`src/rtl/bus_arbiter_pkg.sv`:
```
// Shared definitions for the bus arbiter: FSM state encoding and parameter defaults.
package bus_arbiter_pkg;

    localparam int unsigned NUM_REQ_DEFAULT       = 4;
    localparam int unsigned BEGIN_TIMEOUT_DEFAULT = 16;
    localparam int unsigned IDX_W                 = 3;
    localparam int unsigned CNT_W                 = 8;

    typedef enum logic [1:0] {
        ST_IDLE    = 2'd0,
        ST_GRANTED = 2'd1,
        ST_ACTIVE  = 2'd2,
        ST_RELEASE = 2'd3
    } arb_state_t;

endpackage

```
`src/rtl/bus_arbiter_if.sv`:
```
// Requester/bus side of the arbiter: requests and grants plus the observed bus phases.
interface bus_arbiter_if
    import bus_arbiter_pkg::*;
#(
    parameter int unsigned NUM_REQ = NUM_REQ_DEFAULT
) ();

    logic [NUM_REQ-1:0] request;
    logic [NUM_REQ-1:0] grant;
    logic               begin_transactionIN;
    logic               end_transactionIN;
    logic               errorIN;
    logic               timeout_pulse;
    logic [1:0]         arbiter_state;
    logic [IDX_W-1:0]   owner;

    modport master (
        input  request, begin_transactionIN, end_transactionIN, errorIN,
        output grant, timeout_pulse, arbiter_state, owner
    );

    modport slave (
        output request, begin_transactionIN, end_transactionIN, errorIN,
        input  grant, timeout_pulse, arbiter_state, owner
    );

endinterface

```
`src/rtl/bus_arbiter_rr_priority_picker.sv`:
```
// Combinational round-robin picker: first requester at or after last_owner+1 (mod NUM_REQ).
module rr_priority_picker
    import bus_arbiter_pkg::*;
#(
    parameter int unsigned NUM_REQ = NUM_REQ_DEFAULT
) (
    input  logic [NUM_REQ-1:0] request,
    input  logic [IDX_W-1:0]   last_owner,
    output logic [IDX_W-1:0]   winner,
    output logic               any_request
);

    logic [7:0]  req_pad;
    int unsigned pos;

    assign req_pad     = 8'(request);
    assign any_request = |request;

    // Scan from lowest to highest priority so the highest-priority hit is written last.
    always_comb begin
        winner = '0;
        pos    = 0;
        for (int unsigned i = NUM_REQ; i >= 1; i--) begin
            pos = (32'(last_owner) + i) % NUM_REQ;
            if (req_pad[3'(pos)]) begin
                winner = 3'(pos);
            end
        end
    end

endmodule

```
`src/rtl/bus_arbiter.sv`:
```
// Round-robin bus arbiter with begin-timeout revocation and one-cycle bus turnaround.
module bus_arbiter
    import bus_arbiter_pkg::*;
#(
    parameter int unsigned NUM_REQ       = NUM_REQ_DEFAULT,
    parameter int unsigned BEGIN_TIMEOUT = BEGIN_TIMEOUT_DEFAULT
) (
    input  logic          clock,
    input  logic          n_reset,
    bus_arbiter_if.master bus
);

    arb_state_t         state_q, state_d;
    logic [NUM_REQ-1:0] grant_q, grant_d;
    logic [IDX_W-1:0]   owner_q, owner_d;
    logic [IDX_W-1:0]   last_owner_q, last_owner_d;
    logic [CNT_W-1:0]   count_q, count_d;
    logic               timeout_q, timeout_d;

    logic [IDX_W-1:0]   winner;
    logic               any_request;
    logic [7:0]         req_pad;
    logic               bus_done;

    assign req_pad  = 8'(bus.request);
    assign bus_done = bus.end_transactionIN | bus.errorIN;

    rr_priority_picker #(
        .NUM_REQ (NUM_REQ)
    ) u_picker (
        .request     (bus.request),
        .last_owner  (last_owner_q),
        .winner      (winner),
        .any_request (any_request)
    );

    always_ff @(posedge clock or negedge n_reset) begin
        if (!n_reset) begin
            state_q      <= ST_IDLE;
            grant_q      <= '0;
            owner_q      <= '0;
            last_owner_q <= 3'(NUM_REQ - 1);
            count_q      <= '0;
            timeout_q    <= 1'b0;
        end else begin
            state_q      <= state_d;
            grant_q      <= grant_d;
            owner_q      <= owner_d;
            last_owner_q <= last_owner_d;
            count_q      <= count_d;
            timeout_q    <= timeout_d;
        end
    end

    always_comb begin
        state_d      = state_q;
        grant_d      = grant_q;
        owner_d      = owner_q;
        last_owner_d = last_owner_q;
        count_d      = '0;
        timeout_d    = 1'b0;

        unique case (state_q)
            ST_IDLE: begin
                if (any_request) begin
                    state_d      = ST_GRANTED;
                    grant_d      = {{(NUM_REQ-1){1'b0}}, 1'b1} << winner;
                    owner_d      = winner;
                    last_owner_d = winner;
                end
            end
            ST_GRANTED: begin
                // A begin takes precedence over both a dropped request and counter expiry.
                if (bus.begin_transactionIN) begin
                    if (bus_done) begin
                        state_d = ST_RELEASE;
                        grant_d = '0;
                    end else begin
                        state_d = ST_ACTIVE;
                    end
                end else if (!req_pad[owner_q]) begin
                    state_d = ST_IDLE;
                    grant_d = '0;
                end else if (count_q == 8'(BEGIN_TIMEOUT - 1)) begin
                    state_d   = ST_IDLE;
                    grant_d   = '0;
                    timeout_d = 1'b1;
                end else begin
                    count_d = count_q + 8'd1;
                end
            end
            ST_ACTIVE: begin
                if (bus_done) begin
                    state_d = ST_RELEASE;
                    grant_d = '0;
                end
            end
            ST_RELEASE: begin
                state_d = ST_IDLE;
                grant_d = '0;
            end
            default: begin
                state_d = ST_IDLE;
                grant_d = '0;
            end
        endcase
    end

    assign bus.grant         = grant_q;
    assign bus.timeout_pulse = timeout_q;
    assign bus.arbiter_state = state_q;
    assign bus.owner         = owner_q;

endmodule

```
`src/flat_wrapper.sv`:
```
// flat-port wrapper written by rule: the top's interface ports become plain ports
module bus_arbiter_flat import bus_arbiter_pkg::*;
#(
    parameter int unsigned NUM_REQ       = NUM_REQ_DEFAULT,
    parameter int unsigned BEGIN_TIMEOUT = BEGIN_TIMEOUT_DEFAULT
)
  (clock, n_reset, bus_request, bus_begin_transactionIN, bus_end_transactionIN, bus_errorIN, bus_grant, bus_timeout_pulse, bus_arbiter_state, bus_owner);
  bus_arbiter_if #(.NUM_REQ(NUM_REQ)) bus_i ();
  input  logic clock;
  input  logic n_reset;
  input wire logic [$bits(bus_i.request)-1:0] bus_request;
  input wire logic [$bits(bus_i.begin_transactionIN)-1:0] bus_begin_transactionIN;
  input wire logic [$bits(bus_i.end_transactionIN)-1:0] bus_end_transactionIN;
  input wire logic [$bits(bus_i.errorIN)-1:0] bus_errorIN;
  output wire logic [$bits(bus_i.grant)-1:0] bus_grant;
  output wire logic [$bits(bus_i.timeout_pulse)-1:0] bus_timeout_pulse;
  output wire logic [$bits(bus_i.arbiter_state)-1:0] bus_arbiter_state;
  output wire logic [$bits(bus_i.owner)-1:0] bus_owner;
  assign bus_i.request = bus_request;
  assign bus_i.begin_transactionIN = bus_begin_transactionIN;
  assign bus_i.end_transactionIN = bus_end_transactionIN;
  assign bus_i.errorIN = bus_errorIN;
  assign bus_grant = bus_i.grant;
  assign bus_timeout_pulse = bus_i.timeout_pulse;
  assign bus_arbiter_state = bus_i.arbiter_state;
  assign bus_owner = bus_i.owner;
  bus_arbiter #(.NUM_REQ(NUM_REQ), .BEGIN_TIMEOUT(BEGIN_TIMEOUT)) u_core (.clock(clock), .n_reset(n_reset), .bus(bus_i));
endmodule
```
`config.mk`:
```
export PLATFORM = sky130hd
export DESIGN_NAME = bus_arbiter_flat
export DESIGN_NICKNAME = d
export VERILOG_FILES = /design/src/rtl/bus_arbiter_pkg.sv /design/src/rtl/bus_arbiter_if.sv /design/src/rtl/bus_arbiter_rr_priority_picker.sv /design/src/rtl/bus_arbiter.sv /design/src/flat_wrapper.sv
export SDC_FILE = /design/constraint.sdc
export NUM_CORES = 1
export LEC_CHECK = 0
export CAP_MARGIN = 40
export CORE_MARGIN = 1
export CORE_UTILIZATION = 46
export CTS_CLUSTER_DIAMETER = 100
export DETAILED_ROUTE_END_ITERATION = 10
export DONT_BUFFER_PORTS = 1
export HOLD_SLACK_MARGIN = 0.06
export PLACE_DENSITY = 0.57
export SLEW_MARGIN = 40
export SYNTH_ARGS = -nofsm -noshare
export SYNTH_HDL_FRONTEND = slang
export SYNTH_SLANG_ARGS = --single-unit
```
`constraint.sdc`:
```
create_clock -name clock -period 4.65 [get_ports clock]
set_input_delay 1.1625 -clock clock [delete_from_list [all_inputs] [get_ports clock]]
set_output_delay 1.1625 -clock clock [all_outputs]
set_load 0.005 [all_outputs]
```
==> Yosys cells after proc, flatten, opt, wreduce, memory -nomap -nowiden <==
Cells that the tools add are included.
{ "op_classes": {"bitwise_logic": 1, "eq_ne": 7, "n_addsub": 5, "muxes": 35, "magnitude_cmp": 5, "n_shift": 1, "n_reduce_logical": 5} }
{ "op_table": {"columns": ["operator", "count"], "rows": [
  ["$mux 8", 4],
  ["$mux 4", 5],
  ["$lt 2x4->1 const B", 4],
  ["$pmux 4 s4", 1],
  ["$mux 2", 6],
  ["$mux 1", 10],
  ["$mux 3", 3],
  ["$add 8x1->8 const B", 1],
  ["$bmux 1 s2", 4],
  ["$eq 8x4->1 const B", 1],
  ["$pmux 2 s4", 1],
  ["$add 2x1->2 const B", 2],
  ["$add 2x2->2 const B", 2],
  ["$eq 2x2->1 const B", 2],
  ["$lt 3x4->1 const B", 1],
  ["$ne 2x1->1 const B", 2],
  ["$ne 4x4->1 const B", 1],
  ["$reduce_and 2->1", 2],
  ["$reduce_or 4->1", 1],
  ["$shl 1x3->4 const A", 1],
  ["$bmux 1 s3", 1],
  ["$reduce_and 3->1", 1],
  ["$eq 2x1->1 const B", 1],
  ["$logic_not 2->1", 1],
  ["$or 1x1->1", 1]
]} }
{ "totals": {"register_bits": 20, "output_inout_bits": 10} }

==> Depth between registers and ports, before layout <==
{ "logic_depth": {"word_depth": 10, "depth_mapped": 6, "mapped_depth_nobuf": 6} }

==> Hierarchy <==
A second synthesis with hierarchy kept.
{ "unflattened": {"hier_cells": 100, "hier_area_um2": 980.9} }
{ "by_module_without_submodules": {"columns": ["mod", "area_per_inst_um2", "cells_per_inst", "n_inst"], "rows": [
  ["bus_arbiter", 878.3, 84, 1],
  ["rr_priority_picker", 102.6, 16, 1]
]} }

==> Worst setup path after synthesis <==
No wires, ideal clock.
{ "synth_timing": {"path_type": "input to register", "startpoint": "input bus_request[3]", "endpoint": "register u_core.grant_q[0] (netlist: u_core.bus.grant[0])", "cell_stages": 4, "path_buffers": 0, "setup_time_ps": 121, "t_arrival_ps": 2057, "slack_ps": 2472, "cell_sequence": "mux4_2 nand3_4 nand2_2 a32o_2"} }
{ "synth_via": {"elab_chain_cells": 9} }
{ "synth_rtl": {"columns": ["item", "line", "text"], "rows": [
  ["from (decl)", "flat_wrapper.sv:11", "input wire logic [$bits(bus_i.request)-1:0] bus_request;"],
  ["$bmux 1 s2", "bus_arbiter_rr_priority_picker.sv:25", "if (req_pad[3'(pos)]) begin"],
  ["$mux 1 (implied by the code)", "bus_arbiter_rr_priority_picker.sv:25", null],
  ["$mux 2", "bus_arbiter_rr_priority_picker.sv:25", null],
  ["$mux 3 (3 in series)", "bus_arbiter_rr_priority_picker.sv:25", null],
  ["$shl 1x3->4", "bus_arbiter.sv:67", "grant_d = {{(NUM_REQ-1){1'b0}}, 1'b1} << winner;"],
  ["$mux 4", "bus_arbiter.sv:65", "if (any_request) begin"],
  ["$pmux 4 s4", "bus_arbiter.sv:63", "unique case (state_q)"],
  ["to (signal assigned)", "bus_arbiter.sv:47", "grant_q <= grant_d;"],
  ["to (decl)", "bus_arbiter.sv:14", "logic [NUM_REQ-1:0] grant_q, grant_d;"]
]} }
Parallel ways exist; a longest one is shown, timed or not. The select of a mux whose other input is x is not followed.
A chain may end at the register's enable or synchronous reset.

==> Worst setup path after layout <==
{ "layout_timing": {"startpoint": "input bus_request[3]", "endpoint": "register u_core.grant_q[2] (netlist: u_core.bus.grant[2])"} }
Same word-level chain as after synthesis.

==> out/metrics.cfg <==
[synth]
synth_area_um2 = 921
synth_top_family_by_area = simple AND/OR/NAND/NOR gates
yosysSeqAreaShare = 0.519
synth_top_cell_by_area = dfrtp_1
synth_top_area_frac = 0.462
syn_nets = 95
synthArstFlopShare = 1.00
ys_top_cells_by_area = dfrtp_1 46%, dfstp_2 5.7%, nor2_1 5.3%
synthSimpleGateAreaFrac = 0.211
syn_avg_cell_area_um2 = 10.8
synth_cell_types = 33
ys_warn_count = 0
synthAdderAreaFrac = 0.0136
synth-compound-area-share = 0.144
yosys.cell_count.top_type = dfrtp_1
ys.flop_type = dfrtp_1
ys_top_cells_by_count = 17 x dfrtp_1, 13 x nor2_1, 5 x nand2_1
muxShareOfSynthArea = 0.0353
synthCells = 85
synth_edf_count = 0
synth_seq_cells = 19
synthXorXnorAreaFrac = 0.0571

[worst_setup_path]
worstSetupEndpoint = u_core.bus.grant[2]$_DFFE_PN0P_
endpoint_kind = register
crit_chain = nor4_1 > or2b_2 > nor2_1 > a22o_1
cp_slowest_stage_delay_ns = 0.44
worst-path-stages = 4
path_buf_inv = 0
r2r-end = u_core.bus.grant[0]$_DFFE_PN0P_
cp_slowest_cell = nor4_1
rr_worst_depth = 6
worst-path-max-fanout = 6
arrival_ns = 2.16
critPathTopFamily = simple AND/OR/NAND/NOR gates
startpoint = bus_request[3]
critical_path_class = in -> reg
critical_path_required_ns = 4.84
r2r_slack_ns = 2.93
worst_r2r_startpoint = u_core.count_q[0]$_DFF_PN0_
start_kind = input port

[power]
p_leak_nw = 0.448
net-switching-power_w = 0.000167
pwr-share-clk = 0.166
power_frac_comb = 0.303
intPower_w = 0.000320
p_seq_frac = 0.532
swShare = 0.343
ir_drop_v = 0.000283
power.density_nw_per_um2 = 502

[clocking]
post-cts-setup-buffers = 0
cts_tree = built
root_buffer = clkbuf_4
htree_levels = 1
cts_buffer_depth = 2
clk_pin_slew_ns = 0.10
ctsHoldBuffers = 0
cts_buffers = 3
cts_sinks = 19
clkLatencyLatePin_ns = 0.29
ctsResizeCount = 0

[timing]
period_needed_ns = 1.97
hold_ws_ns = 0.475
rsz0062_at_grt = false
skew_ns = 0.00605
finalSetupViolCount = 0
fmax_ghz = 0.508
final.setup.tns_ns = 0
hold_viol = 0
drv_slew = 0
period_share = 0.424

[global_routing]
antenna_found_initial = 0
grt_overflow = 0
grt_pass1_wl_mm = 2.57
grt_pass1_vias = 600
grt_max_degree = 20
track_usage = 0.170

[cells_and_area]
stdcell_count = 113
syn_to_final_growth_pct = 5.43
final_core_util = 0.539
diodes = 0
layout.nets = 99
final_layout_size_suffix_gt1_frac = 0.159

[detailed_routing]
vias = 622
antenna_left = 0
first_iter_violations = 13
routed_wl_mm = 1.55
wl_per_cell_um = 13.7
drc = 0
first_pass_iters = 4
via_per_inst = 5.50

[min_path]
hold_class = reg -> reg
hold_path_startpoint = u_core.count_q[0]$_DFF_PN0_
min_path_cells = 1

[floorplanning]
core.rowCount = 15
die_h_um = 46.7
die_w_um = 46.7
die-area_um2 = 2180
pin_count = 19
floorplan.initialDensity = 0.511
core_um2 = 1800

[placement]
dpl.hpwl_mm = 1.18
dp.cells = 109
place_congestion = 0.797
port-buffer-count = 0

[flow_run]
maxCapViolCount = 0

[run_status]
run_status = finished clean

-- how the worst min path moves through the flow --
stage                                        to  slack (ns)
finish              u_core.count_q[0]$_DFF_PN0_        0.47
global route        u_core.count_q[0]$_DFF_PN0_        0.50
CTS                 u_core.count_q[0]$_DFF_PN0_        0.48
global placement    u_core.count_q[0]$_DFF_PN0_        0.46
floorplan           u_core.count_q[0]$_DFF_PN0_        0.43
detailed placement  u_core.count_q[0]$_DFF_PN0_        0.47
-- cell families (layout without fill, tap and decap cells) --
kind of cell | count (synthesis) | in the layout
AOI/OAI and AO/OA | 18 | 18
xor gates and xnor gates | 6 | 6
adders and majority gates | 1 | 1
buffers and inverters | 3 | 6
DFF | 19 | 19
muxes | 2 | 2
other | 1 | 1
and+or+nand+nor | 35 | 35
-- power groups by stage --
stage                     logic, W  registers [W]  clock network (W)
final                     0.000147       0.000259          0.0000808
after global routing      0.000169       0.000266          0.0000921
after CTS                 0.000150       0.000260          0.0000829
after detailed placement  0.000149       0.000263                  0
after global placement    0.000150       0.000262                  0
after floorplan           0.000127       0.000250                  0
-- state kept, by name, summed over array words and instances, names as in the netlist, named ones only --
name and count:
u_core.bus.arbiter_state 1, u_core.bus.grant 4, u_core.bus.owner 2, u_core.bus.timeout_pulse 1
u_core.count_q 8, u_core.last_owner_q 2
-- cells in the final DEF, fill, tap and decap left out, drive strengths merged, types with 2 or more instances in the layout --
master	count
a21o	5
a22o	3
and3	2
clkbuf	4
dfrtp	17
dfstp	2
inv	2
nand2	6
nand2b	2
nand3	4
nor2	13
nor2b	2
nor4	2
o21ai	5
xnor2	3
xor2	3
-- metal layers --
metal / global-route usage / wire, um / vias to the layer above
met5: 0 / 0 / -
met1: 0.231 / 728 / 298
met4: 0.0514 / 13 / 0
met3: 0.0731 / 108 / 2
met2: 0.247 / 694 / 18
li1: - / - / 304
-- metrics by stage --
| stage | worst slack [ns] | power (W) | instance area [um2] |
|---|---|---|---|
| CTS | 2.68 | 0.000493 | 971 |
| detailed placement | 2.36 | 0.000411 | 945 |
| floorplan | 2.47 | 0.000377 | 921 |
| finish | 2.68 | 0.000487 | 971 |
| global route | 2.62 | 0.000527 | 971 |
| global placement | 2.37 | 0.000412 | 945 |
-- worst reg2reg max path: cells and delay by family, from the launching register on --
kind | cells | cell delay [ns]
AND/OR/NAND/NOR | 4 | 0.71
adder cells (fa/ha/maj) | 1 | 0.23
AO/OA/AOI/OAI | 1 | 0.26
flip-flops | 1 | 0.41
-- cell type report --
| type | count | area, um2 |
|---|---|---|
| Inverter | 2 | 7.51 |
| Clock buffer | 4 | 26.3 |
| Fill cell | 169 | 831 |
| Tap cell | 25 | 31.3 |
| Multi-Input combinational cell | 63 | 428 |
| Sequential cell | 19 | 478 |
(Power assumes the default switching activity.)
